## src/rtl/calc_core_seq.sv

```systemverilog
// Sequential signed calculator: debounced enter starts add/sub/mul/div on W-bit operands,
// then converts the result magnitude to BCD. All outputs are registered and held between operations.
module calc_core_seq #(
    parameter int W        = 4,
    parameter int DIGITS   = 3,
    parameter int DEBOUNCE = 16
) (
    input  logic                  clk,
    input  logic                  ar,
    input  logic                  enter,
    input  logic [1:0]            select,
    input  logic [W-1:0]          a,
    input  logic [W-1:0]          b,
    output logic                  busy,
    output logic                  done,
    output logic                  err,
    output logic                  sign,
    output logic                  signA,
    output logic                  signB,
    output logic [W-1:0]          a_mag,
    output logic [W-1:0]          b_mag,
    output logic [2*W-1:0]        f_out,
    output logic [4*DIGITS-1:0]   bcd,
    output logic [2:0]            state_dbg
);

    localparam int CW = $clog2(DEBOUNCE + 1);
    localparam int IW = $clog2(2 * W);

    localparam logic [1:0] OP_ADD = 2'b00;
    localparam logic [1:0] OP_SUB = 2'b01;
    localparam logic [1:0] OP_MUL = 2'b10;
    localparam logic [1:0] OP_DIV = 2'b11;

    typedef enum logic [2:0] {
        S_IDLE = 3'd0,
        S_LOAD = 3'd1,
        S_EXEC = 3'd2,
        S_CONV = 3'd3,
        S_DONE = 3'd4
    } state_t;

    state_t                state;
    logic                  sync1, sync2;
    logic [CW-1:0]         cnt;
    logic                  start;
    logic [1:0]            op;
    logic [W-1:0]          a_s, b_s;
    logic [IW-1:0]         iter;
    logic [2*W-1:0]        acc, mcand;
    logic [W-1:0]          mplier;
    logic [W-1:0]          rem;
    logic [2*W-1:0]        res;
    logic                  res_sign;
    logic [2*W-1:0]        bin;
    logic [4*DIGITS-1:0]   bcd_sh;

    logic [W:0]            addsub, as_mag;
    logic [2*W-1:0]        mul_acc_nx;
    logic [W:0]            rem_sh, rem_diff;
    logic                  div_ge;
    logic [W-1:0]          rem_nx, quo_nx;
    logic [2*W-1:0]        exec_res;
    logic                  exec_neg, exec_last;
    logic [4*DIGITS-1:0]   bcd_adj, bcd_nx;

    function automatic logic [W-1:0] mag(input logic [W-1:0] x);
        return x[W-1] ? (~x + 1'b1) : x;
    endfunction

    // Handshake: start is a one-cycle request accepted only in IDLE (dropped otherwise);
    // done is a one-cycle pulse qualifying f_out/sign/err/bcd, which then hold until the next done.
    assign start     = sync2 && (cnt == CW'(DEBOUNCE - 1));
    assign state_dbg = state;

    always_comb begin
        addsub     = (op == OP_SUB) ? ({a_s[W-1], a_s} - {b_s[W-1], b_s})
                                    : ({a_s[W-1], a_s} + {b_s[W-1], b_s});
        as_mag     = addsub[W] ? (~addsub + 1'b1) : addsub;
        mul_acc_nx = mplier[0] ? (acc + mcand) : acc;
        // Restoring step: borrow out of the trial subtraction means the divisor did not fit.
        rem_sh     = {rem, mplier[W-1]};
        rem_diff   = rem_sh - {1'b0, b_mag};
        div_ge     = ~rem_diff[W];
        rem_nx     = div_ge ? rem_diff[W-1:0] : rem_sh[W-1:0];
        quo_nx     = {mplier[W-2:0], div_ge};
        case (op)
            OP_MUL:  exec_res = mul_acc_nx;
            OP_DIV:  exec_res = {{W{1'b0}}, quo_nx};
            default: exec_res = {{(W-1){1'b0}}, as_mag};
        endcase
        exec_neg  = op[1] ? (signA ^ signB) : addsub[W];
        exec_last = !op[1] || (iter == IW'(W - 1));
        bcd_adj   = bcd_sh;
        for (int d = 0; d < DIGITS; d++) begin
            if (bcd_sh[4*d +: 4] >= 4'd5)
                bcd_adj[4*d +: 4] = bcd_sh[4*d +: 4] + 4'd3;
        end
        bcd_nx = {bcd_adj[4*DIGITS-2:0], bin[2*W-1]};
    end

    always_ff @(posedge clk or negedge ar) begin
        if (!ar) begin
            state    <= S_IDLE;
            sync1    <= 1'b0;
            sync2    <= 1'b0;
            cnt      <= '0;
            busy     <= 1'b0;
            done     <= 1'b0;
            err      <= 1'b0;
            sign     <= 1'b0;
            signA    <= 1'b0;
            signB    <= 1'b0;
            a_mag    <= '0;
            b_mag    <= '0;
            f_out    <= '0;
            bcd      <= '0;
            op       <= OP_ADD;
            a_s      <= '0;
            b_s      <= '0;
            iter     <= '0;
            acc      <= '0;
            mcand    <= '0;
            mplier   <= '0;
            rem      <= '0;
            res      <= '0;
            res_sign <= 1'b0;
            bin      <= '0;
            bcd_sh   <= '0;
        end else begin
            sync1 <= enter;
            sync2 <= sync1;
            if (!sync2)
                cnt <= '0;
            else if (cnt != CW'(DEBOUNCE))
                cnt <= cnt + 1'b1;

            done <= 1'b0;
            case (state)
                S_IDLE: begin
                    if (start) begin
                        state <= S_LOAD;
                        busy  <= 1'b1;
                    end
                end
                S_LOAD: begin
                    op     <= select;
                    a_s    <= a;
                    b_s    <= b;
                    signA  <= a[W-1];
                    signB  <= b[W-1];
                    a_mag  <= mag(a);
                    b_mag  <= mag(b);
                    iter   <= '0;
                    acc    <= '0;
                    rem    <= '0;
                    mcand  <= {{W{1'b0}}, mag(a)};
                    // Division shifts the dividend out of mplier while the quotient shifts in.
                    mplier <= (select == OP_DIV) ? mag(a) : mag(b);
                    if (select == OP_DIV && b == '0) begin
                        state <= S_DONE;
                        busy  <= 1'b0;
                        done  <= 1'b1;
                        err   <= 1'b1;
                        sign  <= 1'b0;
                        f_out <= '0;
                        bcd   <= '0;
                    end else begin
                        state <= S_EXEC;
                    end
                end
                S_EXEC: begin
                    if (op == OP_MUL) begin
                        acc    <= mul_acc_nx;
                        mcand  <= mcand << 1;
                        mplier <= mplier >> 1;
                    end else if (op == OP_DIV) begin
                        rem    <= rem_nx;
                        mplier <= quo_nx;
                    end
                    if (exec_last) begin
                        res      <= exec_res;
                        bin      <= exec_res;
                        res_sign <= exec_neg && (exec_res != '0);
                        bcd_sh   <= '0;
                        iter     <= '0;
                        state    <= S_CONV;
                    end else begin
                        iter <= iter + 1'b1;
                    end
                end
                S_CONV: begin
                    bcd_sh <= bcd_nx;
                    bin    <= bin << 1;
                    if (iter == IW'(2 * W - 1)) begin
                        state <= S_DONE;
                        busy  <= 1'b0;
                        done  <= 1'b1;
                        err   <= 1'b0;
                        sign  <= res_sign;
                        f_out <= res;
                        bcd   <= bcd_nx;
                    end else begin
                        iter <= iter + 1'b1;
                    end
                end
                S_DONE: state <= S_IDLE;
                default: state <= S_IDLE;
            endcase
        end
    end

endmodule

```

## config.mk

```make
export PLATFORM = sky130hd
export DESIGN_NAME = calc_core_seq
export DESIGN_NICKNAME = d
export VERILOG_FILES = /design/src/rtl/calc_core_seq.sv
export SDC_FILE = /design/constraint.sdc
export NUM_CORES = 1
export LEC_CHECK = 0
export ABC_AREA = 0
export BUFFER_PORTS_ARGS = -buffer_cell sky130_fd_sc_hd__buf_2
export CORE_UTILIZATION = 45
export DETAILED_ROUTE_END_ITERATION = 6
export PLACE_DENSITY = 0.69
export SYNTH_ARGS = -nofsm -noshare
export SYNTH_HDL_FRONTEND = slang
export SYNTH_SLANG_ARGS = --single-unit
```

## constraint.sdc

```tcl
create_clock -name clk -period 3.7 [get_ports clk]
set_input_delay 0.74 -clock clk [delete_from_list [all_inputs] [get_ports clk]]
set_output_delay 0.74 -clock clk [all_outputs]
set_load 0.05 [all_outputs]
```

==> metrics.md <==
| Metric | Value |
|---|---|
| Outcome | `complete, no violations` |
| Max-slew violation count | `0` |
| Post-cts gate resize count | `0` |
| Post-CTS Setup Bufs | `0` |
| Slew headroom | `0.403` |
| Crit. End Element | `register` |
| Worst Path Required | `3.95 ns` |
| Clock share of power | `0.443` |
| Sw Share | `0.227` |
| Tcrit/Tclk final | `0.854` |
| Syn-to-layout area delta | `12.4%` |
| DR WL met3 | `470 microns` |
| Worst Path Arrival | `3.41 ns` |
| Setup ws final | `0.542 ns` |
| Grt total ovfl | `0` |
| Pint | `1.83 mW` |
| Slew @ Worst Pin | `0.896 ns` |
| Final hold vios | `0` |
| Bufs on Longest Clock Path | `2` |
| Final Wtd Congestion | `0.839` |
| VDD IR max | `0.293 mV` |
| EDFF count, synth | `0` |
| Worst skew pair latency | `0.36 ns` |
| First-pass GRT wire length | `21.3 mm` |
| Proportion of layout cells with a drive suffix above 1 | `0.135` |
| CP Launch Type | `register` |
| DRT antenna net count | `0` |
| Register area share after synthesis | `0.459` |
| Clock skew | `0.00712 ns` |
| Power Dens Cells | `365 nW/um^2` |
| Max-cap check violation count | `0` |
| Core Box Area | `12600 sq um` |
| Vias in the first global route | `4386` |
| HPWL Detailed | `9.10 mm` |
| Pin count of the biggest net entering global routing | `70` |
| Initial drt markers | `239` |
| Worst Path Buf+Inv | `0` |
| Mapped Cells | `628` |
| Clk pin slew, worst setup/hold paths | `0.07 ns` |
| Vias post-DR | `4502` |
| # port buffers | `49` |
| Critical Path Max Stage Delay | `0.74 ns` |
| Fillers | `1183` |
| I/O Pins | `50` |
| Num CTS Buffers | `9` |
| Sequential power share | `0.498` |
| Rows | `41` |
| Final core occ | `0.517` |
| Leakage power | `3.21 nW` |
| WL met1 | `5.94 mm` |
| CP Class | `reg -> reg` |
| Max frequency | `0.317 GHz` |
| TNS Setup | `0 ns` |
| Dominant synthesized flop cell | `dfrtp_1` |
| CTS root buf | `clkbuf_16` |
| CP max FO | `19` |
| Distinct cells, synth | `67` |
| Vias/cell | `5.32` |
| CTS H-tree depth | `3` |
| Pwr Total | `2.37 mW` |
| P_sw | `0.540 mW` |
| CP max-delay cell | `dfrtp_1` |
| Hold_ws | `0.350 ns` |
| Async S/R FF share, synth | `1.00` |
| Initial antenna violation count | `0` |
| Syn avg cell area | `9.20 sq um` |
| Cells along the critical path | `nor2b_4, mux2i_1, fa_1, a21o_1, a21o_1, nor4_2, or2_1, mux2i_1, o21ai_1, mux2_4` |
| RSZ-0062 raised after global routing | `false` |
| Number of synthesized register bits | `106` |
| Met2 wire length | `5.93 mm` |
| Die Span Y | `115 microns` |
| Final WL | `12.6 mm` |
| Initial Utilization | `0.460` |
| Syn Nets | `675` |
| First-pass DRT Iterations | `4` |
| Min cycle time layout | `3.16 ns` |
| Final #Nets | `717` |
| # DRC | `0` |
| Logic pwr share | `0.059` |
| Pre-CTS WS | `0.632 ns` |
| Total clock sinks | `106` |
| Die footprint | `13300 sq um` |
| Hold Buf Count CTS | `0` |
| Final Setup Violations | `0` |
| CP top delay family | `multiplexers` |
| Diode count | `0` |
| Gr usage total | `0.208` |
| YS warnings | `0` |
| CTS tree | `done` |
| Worst hold path type | `reg -> reg` |
| Die Span X | `115 microns` |
| WL/cell | `14.9 microns` |
| Highest routed layer | `met4` |
| Netlist Area Pre-Place | `5780 sq um` |
## power by group through the flow
stage | logic (mW) | registers [mW] | clock network, mW
after floorplan | 0.0822 | 1.21 | 0
after global placement | 0.136 | 1.20 | 0
after detailed placement | 0.141 | 1.20 | 0
after CTS | 0.142 | 1.18 | 1.08
after global routing | 0.158 | 1.18 | 1.11
final | 0.140 | 1.18 | 1.05
## final cells by class
cell class | instances | area (sq um) | area share
clock buffers | 11 | 243 | 0.0374
inverters | 32 | 120 | 0.0185
repair buffers | 59 | 323 | 0.0497
well taps | 172 | 215 | 0.0331
clock inverters | 5 | 86.3 | 0.0133
flip-flops and latches | 106 | 2650 | 0.408
multi-input cells | 462 | 2860 | 0.440
## cells in the final DEF (no fill, tap or decap), drive strengths merged, types with 11 or more instances in the layout
master and n:
a21o 14, a21oi 25, buf 59, clkbuf 11, dfrtp 106, ha 31
inv 32, mux2i 13, nand2 132, nand3 24, nor2 44, o21ai 53
xnor2 15
## cell usage after synthesis, types with 8 or more instances
| cell type | number | area [sq um] |
|---|---|---|
| a21oi_1 | 25 | 125 |
| a21o_1 | 13 | 97.6 |
| nand2_1 | 132 | 495 |
| nand3_1 | 24 | 120 |
| inv_1 | 31 | 116 |
| dfrtp_1 | 106 | 2650 |
| ha_1 | 31 | 388 |
| nor3_1 | 8 | 40.0 |
| clkbuf_1 | 20 | 75.1 |
| o21ai_0 | 50 | 250 |
| xnor2_1 | 15 | 131 |
| nor2_1 | 43 | 161 |
| mux2i_1 | 13 | 130 |
## registers in the layout (all words and copies together), names as in the netlist, 4 cells and up
name	cells
a_mag	4
acc	8
b_mag	4
bcd	12
bcd_sh	12
bin	8
cnt	5
f_out	8
mcand	8
mplier	4
rem	4
res	8
## metrics by stage
step	instance area, sq um	instances
2_1_floorplan	5780	628
3_3_place_gp	6170	831
3_5_place_dp	6170	831
4_1_cts	6500	847
5_1_grt	6500	847
6_report	6500	847
## logic make-up (layout without fill, tap and decap cells)
logic type | Yosys count | in the layout | share of synthesized area
buffers and inverters | 60 | 107 | 0.0463
adders and majority gates | 34 | 34 | 0.0775
and+or+nand+nor | 250 | 250 | 0.197
muxes | 15 | 15 | 0.0271
DFF | 106 | 106 | 0.459
xor gates and xnor gates | 22 | 22 | 0.0333
AOI/OAI and AO/OA | 141 | 141 | 0.160
## worst paths after layout
check,from,end,slack [ns],depth (start not counted)
worst max-delay path,op[1],res[1],0.54,10
worst min-delay path,sync1,sync2,0.35,0
worst max register to register,op[1],res[1],0.54,10
worst min register to register,sync1,sync2,0.35,0
max in group asynchronous,ar,f_out[7],2.41,2
min in group asynchronous,ar,bcd_sh[9],0.50,1
## worst reg2reg max path: stages, from the launching register on
cell,delay [ns]
dfrtp_1,0.74
nor2b_4,0.10
mux2i_1,0.19
fa_1,0.45
a21o_1,0.19
a21o_1,0.20
nor4_2,0.29
or2_1,0.21
mux2i_1,0.29
o21ai_1,0.11
mux2_4,0.28
## metal layers
layer	up-vias	global-route usage
met5	-	0
met4	0	0.0883
met3	21	0.0422
met2	99	0.337
met1	2146	0.272
li1	2236	-
(Power assumes the default switching activity.)
